`src/rtl/fft_pkg.sv`:
```
// -----------------------------------------------------------------------------
// fft_pkg
// Shared definitions for the spectrum RAM (O_RAM) writer:
//   - state_e : writer FSM encoding (IDLE, RUN, DRAIN, DONE)
//   - MAG_W   : width of one O_RAM word (magnitude squared)
//   - sat_mag : clamps a zero-extended sum to MAG_W bits
// -----------------------------------------------------------------------------
package fft_pkg;

   localparam int unsigned MAG_W = 32;

   typedef enum logic [1:0] {
      StIdle,
      StRun,
      StDrain,
      StDone
   } state_e;

   // Sums wider than MAG_W saturate to all-ones. Callers zero-extend into 64 bits.
   function automatic logic [MAG_W-1:0] sat_mag(input logic [63:0] sum);
      return (sum[63:MAG_W] != '0) ? {MAG_W{1'b1}} : sum[MAG_W-1:0];
   endfunction

endpackage

```
`src/rtl/mag_sq_pipe.sv`:
```
// -----------------------------------------------------------------------------
// mag_sq_pipe
// Two-stage re^2 + im^2 datapath with valid and bin-index sideband.
//   stage 1 : registers the signed squares re*re and im*im (2*DW bits each)
//   stage 2 : registers their sum (2*DW+1 bits); output is the saturated sum
// Data and index registers only load when their stage is valid, so the outputs
// hold their last values between samples.
// Ports:
//   clk, rst          clock, synchronous active-high reset
//   in_valid          sample enters stage 1 this cycle
//   in_re, in_im      signed real / imaginary parts (DW bits)
//   in_idx            bin index carried alongside the sample
//   s1_valid          stage 1 holds a sample
//   out_valid         stage 2 holds a sample (write strobe)
//   out_idx, out_mag  bin index and saturated magnitude squared of stage 2
// Supports DW up to 31 (sum must fit in 64 bits before saturation).
// -----------------------------------------------------------------------------
module mag_sq_pipe
   import fft_pkg::*;
#(
   parameter int unsigned DW = 16,
   parameter int unsigned AW = 6
) (
   input  logic             clk,
   input  logic             rst,
   input  logic             in_valid,
   input  logic [DW-1:0]    in_re,
   input  logic [DW-1:0]    in_im,
   input  logic [AW-1:0]    in_idx,
   output logic             s1_valid,
   output logic             out_valid,
   output logic [AW-1:0]    out_idx,
   output logic [MAG_W-1:0] out_mag
);

   localparam int unsigned SqW  = 2 * DW;
   localparam int unsigned SumW = SqW + 1;

   logic signed [SqW-1:0] re_ext;
   logic signed [SqW-1:0] im_ext;

   logic            v1_d, v1_q;
   logic [AW-1:0]   idx1_d, idx1_q;
   logic [SqW-1:0]  sq_re_d, sq_re_q;
   logic [SqW-1:0]  sq_im_d, sq_im_q;

   logic            v2_d, v2_q;
   logic [AW-1:0]   idx2_d, idx2_q;
   logic [SumW-1:0] sum_d, sum_q;

   assign re_ext = {{DW{in_re[DW-1]}}, in_re};
   assign im_ext = {{DW{in_im[DW-1]}}, in_im};

   always_comb begin
      v1_d    = in_valid;
      idx1_d  = idx1_q;
      sq_re_d = sq_re_q;
      sq_im_d = sq_im_q;
      v2_d    = v1_q;
      idx2_d  = idx2_q;
      sum_d   = sum_q;

      if (in_valid) begin
         // A square is never negative, so the product fits 2*DW bits unsigned.
         sq_re_d = re_ext * re_ext;
         sq_im_d = im_ext * im_ext;
         idx1_d  = in_idx;
      end

      if (v1_q) begin
         sum_d  = {1'b0, sq_re_q} + {1'b0, sq_im_q};
         idx2_d = idx1_q;
      end
   end

   always_ff @(posedge clk) begin
      if (rst) begin
         v1_q    <= 1'b0;
         idx1_q  <= '0;
         sq_re_q <= '0;
         sq_im_q <= '0;
         v2_q    <= 1'b0;
         idx2_q  <= '0;
         sum_q   <= '0;
      end else begin
         v1_q    <= v1_d;
         idx1_q  <= idx1_d;
         sq_re_q <= sq_re_d;
         sq_im_q <= sq_im_d;
         v2_q    <= v2_d;
         idx2_q  <= idx2_d;
         sum_q   <= sum_d;
      end
   end

   assign s1_valid  = v1_q;
   assign out_valid = v2_q;
   assign out_idx   = idx2_q;
   assign out_mag   = sat_mag(64'(sum_q));

endmodule

```
`src/rtl/fft_bin_writer.sv`:
```
// -----------------------------------------------------------------------------
// fft_bin_writer
// Writes one frame of N complex FFT results into the spectrum RAM (O_RAM) as
// re^2 + im^2, one 32-bit word per bin at addresses 0..N-1, then pulses
// frame_done so the reader can start.
// Ports:
//   clk, rst        clock, synchronous active-high reset
//   start           request a frame (honoured only when idle)
//   in_valid/ready  input stream handshake; in_re / in_im signed DW bits
//   ram_we          O_RAM write enable
//   ram_addr        O_RAM write address (bin index)
//   ram_din         O_RAM write data (saturated magnitude squared)
//   busy            writer is not idle
//   frame_done      one-cycle pulse after the last write of a frame
// Optional feature (macro FFT_BIN_WRITER_PEAK_TRACK_EN):
//   peak_bin, peak_mag  lowest bin holding the largest magnitude of the frame
// Parameters: AW must equal log2(N); N is a power of two in 2..1024.
// -----------------------------------------------------------------------------
module fft_bin_writer
   import fft_pkg::*;
#(
   parameter int unsigned DW = 16,
   parameter int unsigned N  = 64,
   parameter int unsigned AW = 6
) (
   input  logic             clk,
   input  logic             rst,
   input  logic             start,
   input  logic             in_valid,
   output logic             in_ready,
   input  logic [DW-1:0]    in_re,
   input  logic [DW-1:0]    in_im,
   output logic             ram_we,
   output logic [AW-1:0]    ram_addr,
   output logic [MAG_W-1:0] ram_din,
   output logic             busy,
`ifdef FFT_BIN_WRITER_PEAK_TRACK_EN
   output logic [AW-1:0]    peak_bin,
   output logic [MAG_W-1:0] peak_mag,
`endif
   output logic             frame_done
);

   localparam logic [AW-1:0] LastIdx = AW'(N - 1);

   state_e        state_d, state_q;
   logic [AW-1:0] cnt_d, cnt_q;
   logic          xfer;
   logic          s1_valid;

   // Leaving RUN on the last accept keeps in_ready low once N samples are in.
   assign in_ready = (state_q == StRun);
   assign xfer     = in_valid & in_ready;

   always_comb begin
      state_d = state_q;
      cnt_d   = cnt_q;
      unique case (state_q)
         StIdle: begin
            if (start) begin
               state_d = StRun;
               cnt_d   = '0;
            end
         end
         StRun: begin
            if (xfer) begin
               cnt_d = cnt_q + 1'b1;
               if (cnt_q == LastIdx) begin
                  state_d = StDrain;
               end
            end
         end
         StDrain: begin
            // Once stage 1 is empty, stage 2 performs the last write this cycle
            // and is empty after this edge, so frame_done follows that write.
            if (!s1_valid) begin
               state_d = StDone;
            end
         end
         StDone: begin
            state_d = StIdle;
         end
         default: begin
            state_d = StIdle;
         end
      endcase
   end

   always_ff @(posedge clk) begin
      if (rst) begin
         state_q <= StIdle;
         cnt_q   <= '0;
      end else begin
         state_q <= state_d;
         cnt_q   <= cnt_d;
      end
   end

   assign busy       = (state_q != StIdle);
   assign frame_done = (state_q == StDone);

   mag_sq_pipe #(
      .DW (DW),
      .AW (AW)
   ) u_pipe (
      .clk       (clk),
      .rst       (rst),
      .in_valid  (xfer),
      .in_re     (in_re),
      .in_im     (in_im),
      .in_idx    (cnt_q),
      .s1_valid  (s1_valid),
      .out_valid (ram_we),
      .out_idx   (ram_addr),
      .out_mag   (ram_din)
   );

`ifdef FFT_BIN_WRITER_PEAK_TRACK_EN
   logic [AW-1:0]    peak_bin_d, peak_bin_q;
   logic [MAG_W-1:0] peak_mag_d, peak_mag_q;

   always_comb begin
      peak_bin_d = peak_bin_q;
      peak_mag_d = peak_mag_q;
      if (state_q == StIdle && start) begin
         peak_bin_d = '0;
         peak_mag_d = '0;
      end else if (ram_we && (ram_din > peak_mag_q)) begin
         // Strictly greater: on a tie the earlier (lower) bin is kept.
         peak_bin_d = ram_addr;
         peak_mag_d = ram_din;
      end
   end

   always_ff @(posedge clk) begin
      if (rst) begin
         peak_bin_q <= '0;
         peak_mag_q <= '0;
      end else begin
         peak_bin_q <= peak_bin_d;
         peak_mag_q <= peak_mag_d;
      end
   end

   assign peak_bin = peak_bin_q;
   assign peak_mag = peak_mag_q;
`endif

endmodule

```
`config.mk`:
```
export PLATFORM = sky130hd
export DESIGN_NAME = fft_bin_writer
export DESIGN_NICKNAME = d
export VERILOG_FILES = /design/src/rtl/fft_pkg.sv /design/src/rtl/mag_sq_pipe.sv /design/src/rtl/fft_bin_writer.sv
export SDC_FILE = /design/constraint.sdc
export NUM_CORES = 1
export LEC_CHECK = 0
export ABC_CLOCK_PERIOD_IN_PS = 18900
export CAP_MARGIN = 20
export CORE_MARGIN = 4
export CORE_UTILIZATION = 32
export CTS_CLUSTER_DIAMETER = 30
export DETAILED_ROUTE_END_ITERATION = 6
export PLACE_DENSITY = 0.53
export SLEW_MARGIN = 10
export SYNTH_ARGS = -nofsm -noshare
export SYNTH_HDL_FRONTEND = slang
export SYNTH_SLANG_ARGS = --single-unit
```
`constraint.sdc`:
```
create_clock -name clk -period 18.9 [get_ports clk]
set_clock_uncertainty 0.2 [all_clocks]
set_input_delay 1.89 -clock clk [delete_from_list [all_inputs] [get_ports clk]]
set_output_delay 1.89 -clock clk [all_outputs]
set_load 0.01 [all_outputs]
```
==> results.sh, run 1 <==
export IMPL_outcome="finished, final reports clean"
export IMPL_worst_ep_required_time_ns=19.02
export IMPL_worst_path_fanout_max=19
export IMPL_wl_um=52900
export IMPL_fp_row_count=99
export IMPL_drt_initial_drc_count=760
export IMPL_yosys_cell_types_count=72
export IMPL_timing_hold_ws_ns=0.252
export IMPL_cts_made_buffers=17
export IMPL_die_height_um=279
export IMPL_cts_reportedPaths_clkPinSlew_ns=0.06
export IMPL_grt_ovfl_total=0
export IMPL_dp_final_hpwl_um=43600
export IMPL_die_area_um2=77800
export IMPL_track_usage_pct=14.1
export IMPL_avgSynthCellArea_um2=8.86
export IMPL_hold_wc_startpoint="u_pipe.sum_q[31]"
export IMPL_max_clock_freq_ghz=0.109
export IMPL_routabilityCongestion=0.820
export IMPL_critPathLaunch="in_re[15]"
export IMPL_port_buffers=77
export IMPL_horiz_die_dim_um=279
export IMPL_postCtsResizedCells=0
export IMPL_synth_async_sr_flop_share_pct=0
export IMPL_first_global_vias=17818
export IMPL_clk_latency_ns=0.42
export IMPL_pin_count_of_the_biggest_net_entering_global_routing=84
export IMPL_min_period_ns=9.14
export IMPL_detail_route_wl_per_cell_um=14.5
export IMPL_cts_tree="built"
export IMPL_rsz0062_at_grt="no"
export IMPL_number_of_sinks_on_the_clock_net=117
export IMPL_vias_per_cell=4.60
export IMPL_timing_critical_path_arrival_ns=9.26
export IMPL_final_setup_viol_count=0
export IMPL_worst_setup_path_type="input pin to flop"
export IMPL_synth_largest_type_area_fraction_pct=39.8
export IMPL_final_net_count=3400
export IMPL_holdCritPathClass="flop to flop"
export IMPL_antenna_violations_before_repair=1
export IMPL_cp_end_kind="flop"
export IMPL_worstReg2RegStart="u_pipe.sq_im_q[3]"
export IMPL_synth_yosys_seq_area_share_pct=9.98
export IMPL_slew_violations=0
export IMPL_n_fill_cell=7614
export IMPL_postSynthCellCount=2651
export IMPL_drive_above_1_share_pct=4.00
export IMPL_drt_pass1_iter_count=6
export IMPL_cts_hold_repair_buffers=0
export IMPL_synth_cell_area_um2=23500
export IMPL_synthToLayoutAreaGrowth_pct=10.2
export IMPL_clockBufferDepth=2
export IMPL_mappedNetlistNets=3367
export IMPL_worst_slew_pin_transition_ns=0.940
export IMPL_grt_pass1_wl_um=89800
export IMPL_synth_enable_flop_cells=0
export IMPL_total_neg_setup_slack_ns=0
export IMPL_cts_max_level=4
export IMPL_detailed_route_via_count=16807
export IMPL_cts_root_buffer="clkbuf_16"
export IMPL_utilization_pct=35.5
export IMPL_post_synth_main_area_contributors="fa_1, ha_1, inv_1"
export IMPL_synth_yosys_warnings=0
export IMPL_coreArea_um2=72800
export IMPL_maxCapViolations=0
export IMPL_synth_top_area_cell="fa_1"
export IMPL_slew_limit_headroom_pct=37.1
export IMPL_critPathLaunchType="input pin"
export IMPL_ys_ff_latch=117
export IMPL_antenna_diode_count=0
export IMPL_initial_utilization_pct=32.2
export IMPL_postCtsSetupRepairBufs=0
export IMPL_postSynth_topFlopCell="dfxtp_1"
export IMPL_postRouteAntennaNets=0
export IMPL_route_detailed_drc=0
export IMPL_min_period_over_period_pct=48.4
export IMPL_final_hold_viol_count=0
export IMPL_ioPinCount=78
-- flip-flops by register name (all words and copies together) (netlist names) --
name,count
u_pipe.sq_re_q,31
u_pipe.s1_valid,1
u_pipe.out_idx,6
u_pipe.sq_im_q,31
u_pipe.out_valid,1
u_pipe.idx1_q,6
u_pipe.sum_q,33
state_q,2
cnt_q,6
-- through the flow --
stage                     worst slack (ns)  cells  area, um^2
after floorplan                      10.46   2651       23500
after global placement                9.42   3623       25300
after detailed placement              9.29   3623       25300
after CTS                             9.72   3655       25800
after global routing                  9.39   3656       25900
final                                 9.76   3656       25900
-- kinds of logic after synthesis --
kind of cell               Yosys count  share of synthesized area (%)
AOI/OAI and AO/OA                  318                           8.91
xor gates and xnor gates            99                           3.69
adders and majority gates          680                           51.2
buffers and inverters              738                           11.9
DFF                                117                           9.98
muxes                               26                           1.11
and+or+nand+nor                    673                           13.3
-- synth_stat cells (11+ instances only) --
cell / count
a211oi_1: 23
o21ai_1: 25
o21a_1: 11
a21oi_1: 118
a21o_1: 18
a31oi_1: 11
fa_1: 467
clkbuf_1: 74
xor2_1: 27
dfxtp_1: 117
nand3_1: 29
o21bai_1: 11
and3_1: 13
mux2i_1: 26
ha_1: 213
or2_2: 34
xnor2_1: 72
and2_1: 80
nor2_1: 161
o21ai_0: 22
nand2b_1: 12
nor3_1: 19
nand2_1: 270
inv_1: 651
-- worst max-delay path, cell delays in order --
cell	delay (ns)
clkdlybuf4s50_1	0.45
buf_4	0.24
inv_1	0.32
nor2_1	0.30
fa_1	0.59
fa_1	0.88
fa_1	0.53
fa_1	0.51
fa_1	0.49
inv_1	0.05
fa_1	0.47
inv_1	0.04
ha_1	0.34
a21oi_1	0.18
o21ai_1	0.11
or3_1	0.36
a211oi_1	0.39
nor3_1	0.14
a2111oi_2	0.47
a21oi_1	0.14
xnor2_1	0.15
a22o_1	0.19
-- layout make-up --
class / count / area, um^2 / share of cell area, %
tap: 959 / 1200 / 4.64
clock buffer: 21 / 440 / 1.70
clock inverter: 11 / 129 / 0.498
timing repair buffer: 99 / 941 / 3.64
inverter: 653 / 2450 / 9.48
multi-input combinational: 1796 / 18400 / 71.0
sequential: 117 / 2340 / 9.06
-- per-layer routing --
layer	global-route usage, %	vias to the layer above	wire length, um
li1	-	8184	-
met1	19.5	8422	25000
met2	24.4	169	26000
met3	1.75	32	1490
met4	1.48	0	389
met5	0	-	0
-- path summary, 6_finish.rpt --
| path | endpoint | slack [ns] | cells after the start |
|---|---|---|---|
| min | u_pipe.sum_q[31] | 0.25 | 2 |
| max reg2reg | u_pipe.sum_q[20] | 15.54 | 10 |
| max | u_pipe.sq_re_q[31] | 9.76 | 22 |
| min reg2reg | u_pipe.sum_q[31] | 0.25 | 2 |
-- cells in the final DEF, fill, tap and decap left out, drive strengths merged, types with 27 or more instances in the layout --
cell / netlist / final
nand2: 270 / 270
or2: 35 / 35
xor2: 27 / 27
ha: 213 / 213
inv: 651 / 652
fa: 467 / 467
clkdlybuf4s50: 0 / 76
dfxtp: 117 / 117
a21oi: 121 / 121
nor2: 161 / 161
and2: 80 / 80
nand3: 29 / 29
o21ai: 49 / 49
xnor2: 72 / 72
Power of run 1 is not shown: default switching activity piles up to over one toggle a cycle in this logic, so the estimate is an artifact.
==> run 2, diff against run 1 <==
Settings changed: ABC_CLOCK_PERIOD_IN_PS 18900 to 8300, PLACE_DENSITY 0.53 to 0.55.
Clock period 18.9 ns to 8.3 ns, I/O delays scaled along.
==> run 2 against run 1 <==
  * Non-clock buffer count rose by 34
  * Largest cell class unchanged
  * Sequential share of layout area fell by 0.096 points
  * Critical path type unchanged
  * Global-route usage rose by 0.12 points
  * Via count rose by 0.94%
  * Flip-flop and latch count did not move
  * Final area rose by 1.1%
  * Cell count rose by 0.93%
  * Die area did not move
  * First-iteration DRC count rose by 2.5%
==> results.sh, run 2 (same netlist as run 1, synthesis figures left out) <==
export IMPL_path_buf_inv=4
export IMPL_clk_latency_ns=0.42
export IMPL_initial_utilization_pct=32.2
export IMPL_die_height_um=279
export IMPL_final_cells=3690
export IMPL_number_of_sinks_on_the_clock_net=117
export IMPL_clockBufferDepth=2
export IMPL_top_regs="u_pipe.sum_q (33), u_pipe.sq_im_q (31), u_pipe.sq_re_q (31)"
export IMPL_outcome="finished, final reports clean"
export IMPL_coreArea_um2=72800
export IMPL_crit_path_cell_trace="clkdlybuf4s50_1, nand2_1, fa_1, fa_1, fa_1, inv_1, fa_1, fa_1, inv_1, fa_1, inv_1, ha_1, a21oi_1, o21ai_0, or3_1, a211oi_1, nor3_1, a2111oi_2, a21oi_1, xnor2_1, a22o_1"
export IMPL_route_detailed_drc=0
export IMPL_setup_slack_ns=0.752
export IMPL_die_area_um2=77800
export IMPL_cts_hold_repair_buffers=0
export IMPL_timing_critical_path_arrival_ns=7.65
export IMPL_final_hold_viol_count=0
export IMPL_detailed_route_via_count=16965
export IMPL_critPathLaunchType="input pin"
export IMPL_final_setup_viol_count=0
export IMPL_timing_critical_path_mode_cell="fa_1"
export IMPL_drt_initial_drc_count=779
export IMPL_horiz_die_dim_um=279
export IMPL_worst_slew_pin_transition_ns=0.764
export IMPL_grt_pass1_wl_um=90100
export IMPL_detail_route_wl_per_cell_um=14.4
export IMPL_cts_made_buffers=17
export IMPL_final_net_count=3434
export IMPL_cts_reportedPaths_clkPinSlew_ns=0.06
export IMPL_port_buffers=77
export IMPL_ioPinCount=78
export IMPL_track_usage_pct=14.2
export IMPL_synthToLayoutAreaGrowth_pct=11.3
export IMPL_regMostFlops="u_pipe.sum_q"
export IMPL_maxCapViolations=0
export IMPL_postRouteAntennaNets=0
export IMPL_top_layer_used="met4"
export IMPL_dp_final_hpwl_um=45200
export IMPL_detailroute_wirelength_met3_um=1680
export IMPL_postCtsResizedCells=0
export IMPL_min_period_ns=7.55
export IMPL_cts_max_level=4
export IMPL_pre_cts_slack_ns=0.327
export IMPL_wl_um=53200
export IMPL_grt_ovfl_total=0
export IMPL_rsz0062_at_grt="no"
export IMPL_first_global_vias=17885
export IMPL_postCtsSetupRepairBufs=0
export IMPL_cp_end_kind="flop"
export IMPL_worstReg2RegStart="u_pipe.sq_im_q[3]"
export IMPL_slew_limit_headroom_pct=48.9
export IMPL_timing_hold_ws_ns=0.247
export IMPL_met1Wirelength_um=24600
export IMPL_max_clock_freq_ghz=0.132
export IMPL_hold_wc_startpoint="u_pipe.sum_q[24]"
export IMPL_library_cell_contributing_the_largest_single_delay_on_the_critical_path="clkdlybuf4s50_1"
export IMPL_worst_path_fanout_max=13
export IMPL_dr_wl_met2_um=26200
export IMPL_vias_per_cell=4.60
export IMPL_critPathTopFamily="adder cells"
export IMPL_critPathLaunch="in_re[6]"
export IMPL_drt_pass1_iter_count=4
export IMPL_holdCritPathClass="flop to flop"
export IMPL_cts_tree="built"
export IMPL_pin_count_of_the_biggest_net_entering_global_routing=71
export IMPL_worst_ep_required_time_ns=8.41
export IMPL_worst_setup_path_type="input pin to flop"
export IMPL_routabilityCongestion=0.850
export IMPL_mostFrequentLayoutCells="inv_1, fa_1, nand2_1"
export IMPL_min_period_over_period_pct=90.9
export IMPL_place_detailed_instances=3657
export IMPL_largest_register_ff_count=33
export IMPL_cts_root_buffer="clkbuf_16"
export IMPL_layout_commonest_cell="inv_1"
export IMPL_fp_row_count=99
export IMPL_slew_violations=0
export IMPL_drive_above_1_share_pct=5.24
export IMPL_total_neg_setup_slack_ns=0
export IMPL_antenna_violations_before_repair=0
export IMPL_slowest_delay_ns=0.95
run 2: changes by cell type in the layout (fill, tap and decap cells not counted):
cell        previous run  this run
buf_8                  1         0
inv_6                  1         0
buf_16                 0         1
diode_2                0         1
clkinv_2               1         4
clkinv_4               2         0
clkbuf_1               4         2
buf_4                 22        56
clkinvlp_4             5         3
clkbuf_8               0         3
run 2: per-stage QoR:
stage	utilization (%)	instance area, um^2
floorplan	-	23500
global placement	35.1	25500
detailed placement	35.1	25500
CTS	35.9	26100
global route	35.9	26100
finish	35.9	26100
run 2: path summary, 6_finish.rpt:
check	endpoint	slack [ns]	depth (start not counted)
worst max-delay path	u_pipe.sq_re_q[31]	0.75	21
worst min-delay path	u_pipe.sum_q[24]	0.25	2
worst max register to register	u_pipe.sum_q[20]	4.99	10
worst min register to register	u_pipe.sum_q[24]	0.25	2
run 2: area by class of cell:
| class | count | area (um^2) |
|---|---|---|
| Clock buffer | 22 | 474 |
| Sequential cell | 117 | 2340 |
| Multi-Input combinational cell | 1796 | 18400 |
| Clock inverter | 9 | 103 |
| Antenna cell | 1 | 2.50 |
| Inverter | 653 | 2450 |
| Tap cell | 959 | 1200 |
| Fill cell | 7556 | 46700 |
| Timing Repair Buffer | 133 | 1210 |
run 2: per-layer routing:
layer,vias up,track usage [%]
met4,0,2.11
met2,203,24.6
li1,8241,-
met5,-,0
met1,8481,19.4
met3,40,1.89
run 2: worst register-to-register path, delay by kind of cell (launching register included):
| kind | cells | cell delay (ns) |
|---|---|---|
| adder cells (fa/ha/maj) | 1 | 0.33 |
| AO/OA/AOI/OAI | 8 | 1.99 |
| XOR/XNOR | 1 | 0.35 |
| flip-flops | 1 | 0.31 |
Power of run 2 is left out for the same reason.
==> patch 1, RTL diff (config.mk and constraints of run 2) <==
Add a define of `FFT_BIN_WRITER_PEAK_TRACK_EN`.
--- a/src/rtl/fft_bin_writer.sv
+++ b/src/rtl/fft_bin_writer.sv
@@ -16,6 +16,8 @@
 //   peak_bin, peak_mag  lowest bin holding the largest magnitude of the frame
 // Parameters: AW must equal log2(N); N is a power of two in 2..1024.
 // -----------------------------------------------------------------------------
+`define FFT_BIN_WRITER_PEAK_TRACK_EN
+
 module fft_bin_writer
    import fft_pkg::*;
 #(
Behaviour (old outputs only; new: peak_bin and peak_mag): unchanged (equiv_simple and equiv_induct, registers matched by name and starting in step).
==> patch 1 against run 2 <==
- synthesized area grew 8.2%
- sequential cell count up 38
- register-to-register slack worse by 600 ps
- via count rose by 7.8%
- critical path depth unchanged
- setup slack improved by 150 ps
- final area rose by 8.9%
- die area is 7.9% higher
- routed wire length increased by 10%
- count of clock-buffer cells in the layout shrank 3
Power is not shown: default switching activity piles up to over one toggle a cycle in this logic, so the estimate is an artifact.
==> patch 1: results (changes against run 2) <==
| Metric | Value |
|---|---|
| Fraction of layout instances using a drive strength above 1 | 0.0481 (-0.00428) |
| Register area share after synthesis | 0.122 (+0.0224) |
| Terminating pin of the worst hold path | u_pipe.sq_re_q[29]$_SDFFE_PP0P_ |
| Worst Hold Slack | 256 ps (+8.72 ps) |
| CP endpoint | u_pipe.sq_im_q[27]$_SDFFE_PP0P_ |
| Signal arrival time at the worst endpoint | 7500 ps (-150 ps) |
| Antenna fix cells | 0 (-1) |
| Total number of vias | 18293 (+7.8%) |
| Critical R2R Launch | u_pipe.sum_q[32]$_SDFFE_PP0P_ |
| Startpoint of the most critical hold path | u_pipe.sq_re_q[29]$_SDFFE_PP0P_ |
| Library cells used by synthesis | 68 (-5.6%) |
| Sum of routed wire segments on met1 | 26900 um (+9.4%) |
| Uppermost layer routed | met5 |
| Outcome | finished, final reports clean |
| GR Layer Usage met3 | 0.0128 (-0.00611) |
| Met2 GRT Util | 0.263 (+0.0175) |
| Routability cong. | 0.829 (-2.4%) |
| Biggest cell delay along the critical path | 730 ps (-220 ps) |
| Post-synth net total | 3597 (+6.8%) |
| Total length of routed met2 wires | 29700 um (+13%) |
| Global-route wire length before repair | 100000 um (+11%) |
| Total global-route track usage | 0.147 (+0.00486) |
| Depth of the most critical reg-to-reg path | 13 (+3) |
| Pre-CTS worst setup slack | 450 ps (+123 ps) |
| Endpoint of the worst-slack reg-to-reg timing path | peak_bin[0]$_SDFFE_PP0P_ |
| DRC violation total after the first TritonRoute iteration | 730 (-6.3%) |
| Total half-perimeter wirelength after legalization and detailed placement | 49600 um (+9.7%) |
| Post-route minimum period | 7400 ps (-146 ps) |
| First-pass iteration count of the detailed router | 5 (+1) |
| CP delay by family, top | adder cells |
| Register containing the most flip-flops in the final layout | u_pipe.sum_q |
| Top area cells in the synthesized netlist | sky130_fd_sc_hd__fa_1 37%, sky130_fd_sc_hd__dfxtp_1 12%, sky130_fd_sc_hd__ha_1 12%, sky130_fd_sc_hd__inv_1 10%, sky130_fd_sc_hd__nand2_1 4.3% |
| Critical path launch point | in_im[7] |
| Met1 Use GR | 0.199 (+0.00488) |
| Count of nets after finishing | 3690 (+7.5%) |
| Reg-to-reg setup timing slack | 4390 ps (-600 ps) |
patch 1: cell type report:
class | count | area, um^2
clock inverter | 13 | 133
clock buffer | 19 | 443
multi-input combinational | 1927 | 19400
tap | 1050 | 1310
fill | 8247 | 50400
inverter | 677 | 2540
sequential | 155 | 3100
timing repair buffer | 161 | 1490
patch 1: through the flow:
| stage | std cells | util |
|---|---|---|
| after floorplan | 2846 | - |
| after global placement | 3970 | 0.354 |
| after detailed placement | 3970 | 0.354 |
| after CTS | 4002 | 0.361 |
| after global routing | 4002 | 0.361 |
| final | 4002 | 0.361 |
patch 1: kinds of logic after synthesis:
family | count (synthesis) | share of synthesized area
mux | 62 | 0.0244
flops | 155 | 0.122
xor+xnor | 104 | 0.0359
compound gates | 347 | 0.0884
buf+inv | 764 | 0.113
fa+ha+maj | 715 | 0.491
simple gates | 699 | 0.125
==> patch 2, RTL diff (config.mk and constraints of run 2) <==
Made on the original files. Encoding of `state_e`: now Gray code (2 bits for 4 states).
--- a/src/rtl/fft_pkg.sv
+++ b/src/rtl/fft_pkg.sv
@@ -10,10 +10,10 @@
    localparam int unsigned MAG_W = 32;
 
    typedef enum logic [1:0] {
-      StIdle,
-      StRun,
-      StDrain,
-      StDone
+      StIdle  = 2'b00,
+      StRun   = 2'b01,
+      StDrain = 2'b11,
+      StDone  = 2'b10
    } state_e;
 
    // Sums wider than MAG_W saturate to all-ones. Callers zero-extend into 64 bits.
Function: no difference found for any inputs over 10 cycles, from zero or initial values and one cycle with rst high; not proved beyond that.
==> patch 2 against run 2 <==
- setup slack better by 210 ps
- synthesized cell count is 1.1% lower
- sequential cell count stayed put
- fmax is 2.8% higher
- core utilization is 0.21 points higher
- synthesized area is 0.49% lower
- routed wire length is 0.17% lower
- final area is 0.60% lower
- highest routed layer unchanged
Power is not shown: default switching activity piles up to over one toggle a cycle in this logic, so the estimate is an artifact.
==> patch 2: results (changes against run 2) <==
| Metric | Value |
|---|---|
| Reg-to-reg setup timing slack | 4870 ps (-120 ps) |
| Commonest cells post-synth | 644 x sky130_fd_sc_hd__inv_1, 467 x sky130_fd_sc_hd__fa_1, 280 x sky130_fd_sc_hd__nand2_1 |
| Startpoint of the most critical hold path | u_pipe.idx1_q[3]$_SDFFE_PP0P_ |
| Adder-Cell Fraction of Synth Area | 0.512 (about the same) |
| Signal arrival time at the worst endpoint | 7420 ps (-230 ps) |
| Maximum number of pins on one net before global-route repair | 91 (+28%) |
| Area share of xor/xnor cells in the synthesized design | 0.0401 (+0.00318) |
| Critical path launch point | in_re[11] |
| Routed wire per std cell | 14.6 um (+1.0%) |
| Endpoint of the worst-slack reg-to-reg timing path | u_pipe.sum_q[25]$_SDFFE_PP0P_ |
| Routability cong. | 0.832 (-2.1%) |
| Via-per-instance ratio | 4.60 (about the same) |
| Fraction of layout instances using a drive strength above 1 | 0.0552 (+0.00287) |
| Total global-route track usage | 0.143 (+0.00162) |
| Post-synthesis mux area share | 0.0147 (+0.00359) |
| Total half-perimeter wirelength after legalization and detailed placement | 45500 um (+0.73%) |
| Outcome | finished, final reports clean |
| Count of nets after finishing | 3395 (-1.1%) |
| Post-synth net total | 3332 (-1.0%) |
| Register area share after synthesis | 0.100 (+0.000492) |
| Worst Hold Slack | 254 ps (+6.23 ps) |
| Top area cells in the synthesized netlist | sky130_fd_sc_hd__fa_1 40%, sky130_fd_sc_hd__ha_1 11%, sky130_fd_sc_hd__inv_1 10%, sky130_fd_sc_hd__dfxtp_1 10%, sky130_fd_sc_hd__nand2_1 4.5% |
| Antenna fix cells | 0 (-1) |
| DRC violation total after the first TritonRoute iteration | 718 (-7.8%) |
| Number of global-route vias before repair | 18031 (+0.82%) |
| Library cells used by synthesis | 68 (-5.6%) |
| Worst slew margin relative to its limit | 0.358 (-0.131) |
| First-pass iteration count of the detailed router | 5 (+1) |
| Terminating pin of the worst hold path | u_pipe.idx1_q[3]$_SDFFE_PP0P_ |
| Biggest cell delay along the critical path | 910 ps (-40 ps) |
-- patch 2: changes by cell type after synthesis, sizes merged, moves of 10 or more --
cell   before  now
a21o       20   39
o21ai      49   38
nand2     270  280
nor2      161  138
a21oi     121  108
xor2       27   37
-- patch 2: final cells by class --
cell class | count | area, um^2
well taps | 950 | 1190
fillers | 7464 | 46000
repair buffers | 133 | 1210
flip-flops and latches | 117 | 2340
clock buffers | 21 | 440
clock inverters | 11 | 110
multi-input cells | 1770 | 18300
inverters | 645 | 2420
-- patch 2: worst max-delay path by stage --
| stage | to | slack (ps) |
|---|---|---|
| 2_1_floorplan | u_pipe.sq_re_q[29]$_SDFFE_PP0P_ | 1230 |
| 3_3_place_gp | u_pipe.sq_re_q[28]$_SDFFE_PP0P_ | 580 |
| 3_5_place_dp | u_pipe.sq_re_q[28]$_SDFFE_PP0P_ | 520 |
| 4_1_cts | u_pipe.sq_im_q[31]$_SDFFE_PP0P_ | 940 |
| 5_1_grt | u_pipe.sq_re_q[29]$_SDFFE_PP0P_ | 570 |
| 6_report | u_pipe.sq_re_q[28]$_SDFFE_PP0P_ | 960 |
-- patch 2: kinds of logic (layout without fill, tap and decap cells) --
| family | after synthesis | in the layout |
|---|---|---|
| buf+inv | 734 | 810 |
| fa+ha+maj | 675 | 675 |
| simple gates | 655 | 655 |
| compound gates | 299 | 299 |
| flops | 117 | 117 |
| xor+xnor | 107 | 107 |
| mux | 34 | 34 |
-- patch 2: stage by stage --
| stage | instances | instance area [um^2] | setup slack [ps] | util |
|---|---|---|---|---|
| floorplan | 2621 | 23400 | 1230 | - |
| CTS | 3646 | 26000 | 940 | 0.361 |
| finish | 3647 | 26000 | 961 | 0.361 |
| global route | 3647 | 26000 | 573 | 0.361 |
| detailed placement | 3614 | 25400 | 522 | 0.353 |
| global placement | 3614 | 25400 | 578 | 0.353 |
-- patch 2: tightest hold or removal path: cells and delay by family (launching register included) --
kind | cells | cell delay [ps]
AOI/OAI and AO/OA | 1 | 50
DFF | 1 | 300
and+or+nand+nor | 1 | 50
-- patch 2: metal layers --
metal | share of wire | track usage | vias up
met5 | 0 | 0 | -
met4 | 0.011 | 0.0195 | 0
met3 | 0.031 | 0.0190 | 33
met2 | 0.50 | 0.250 | 167
met1 | 0.46 | 0.196 | 8486
li1 | - | - | 8096
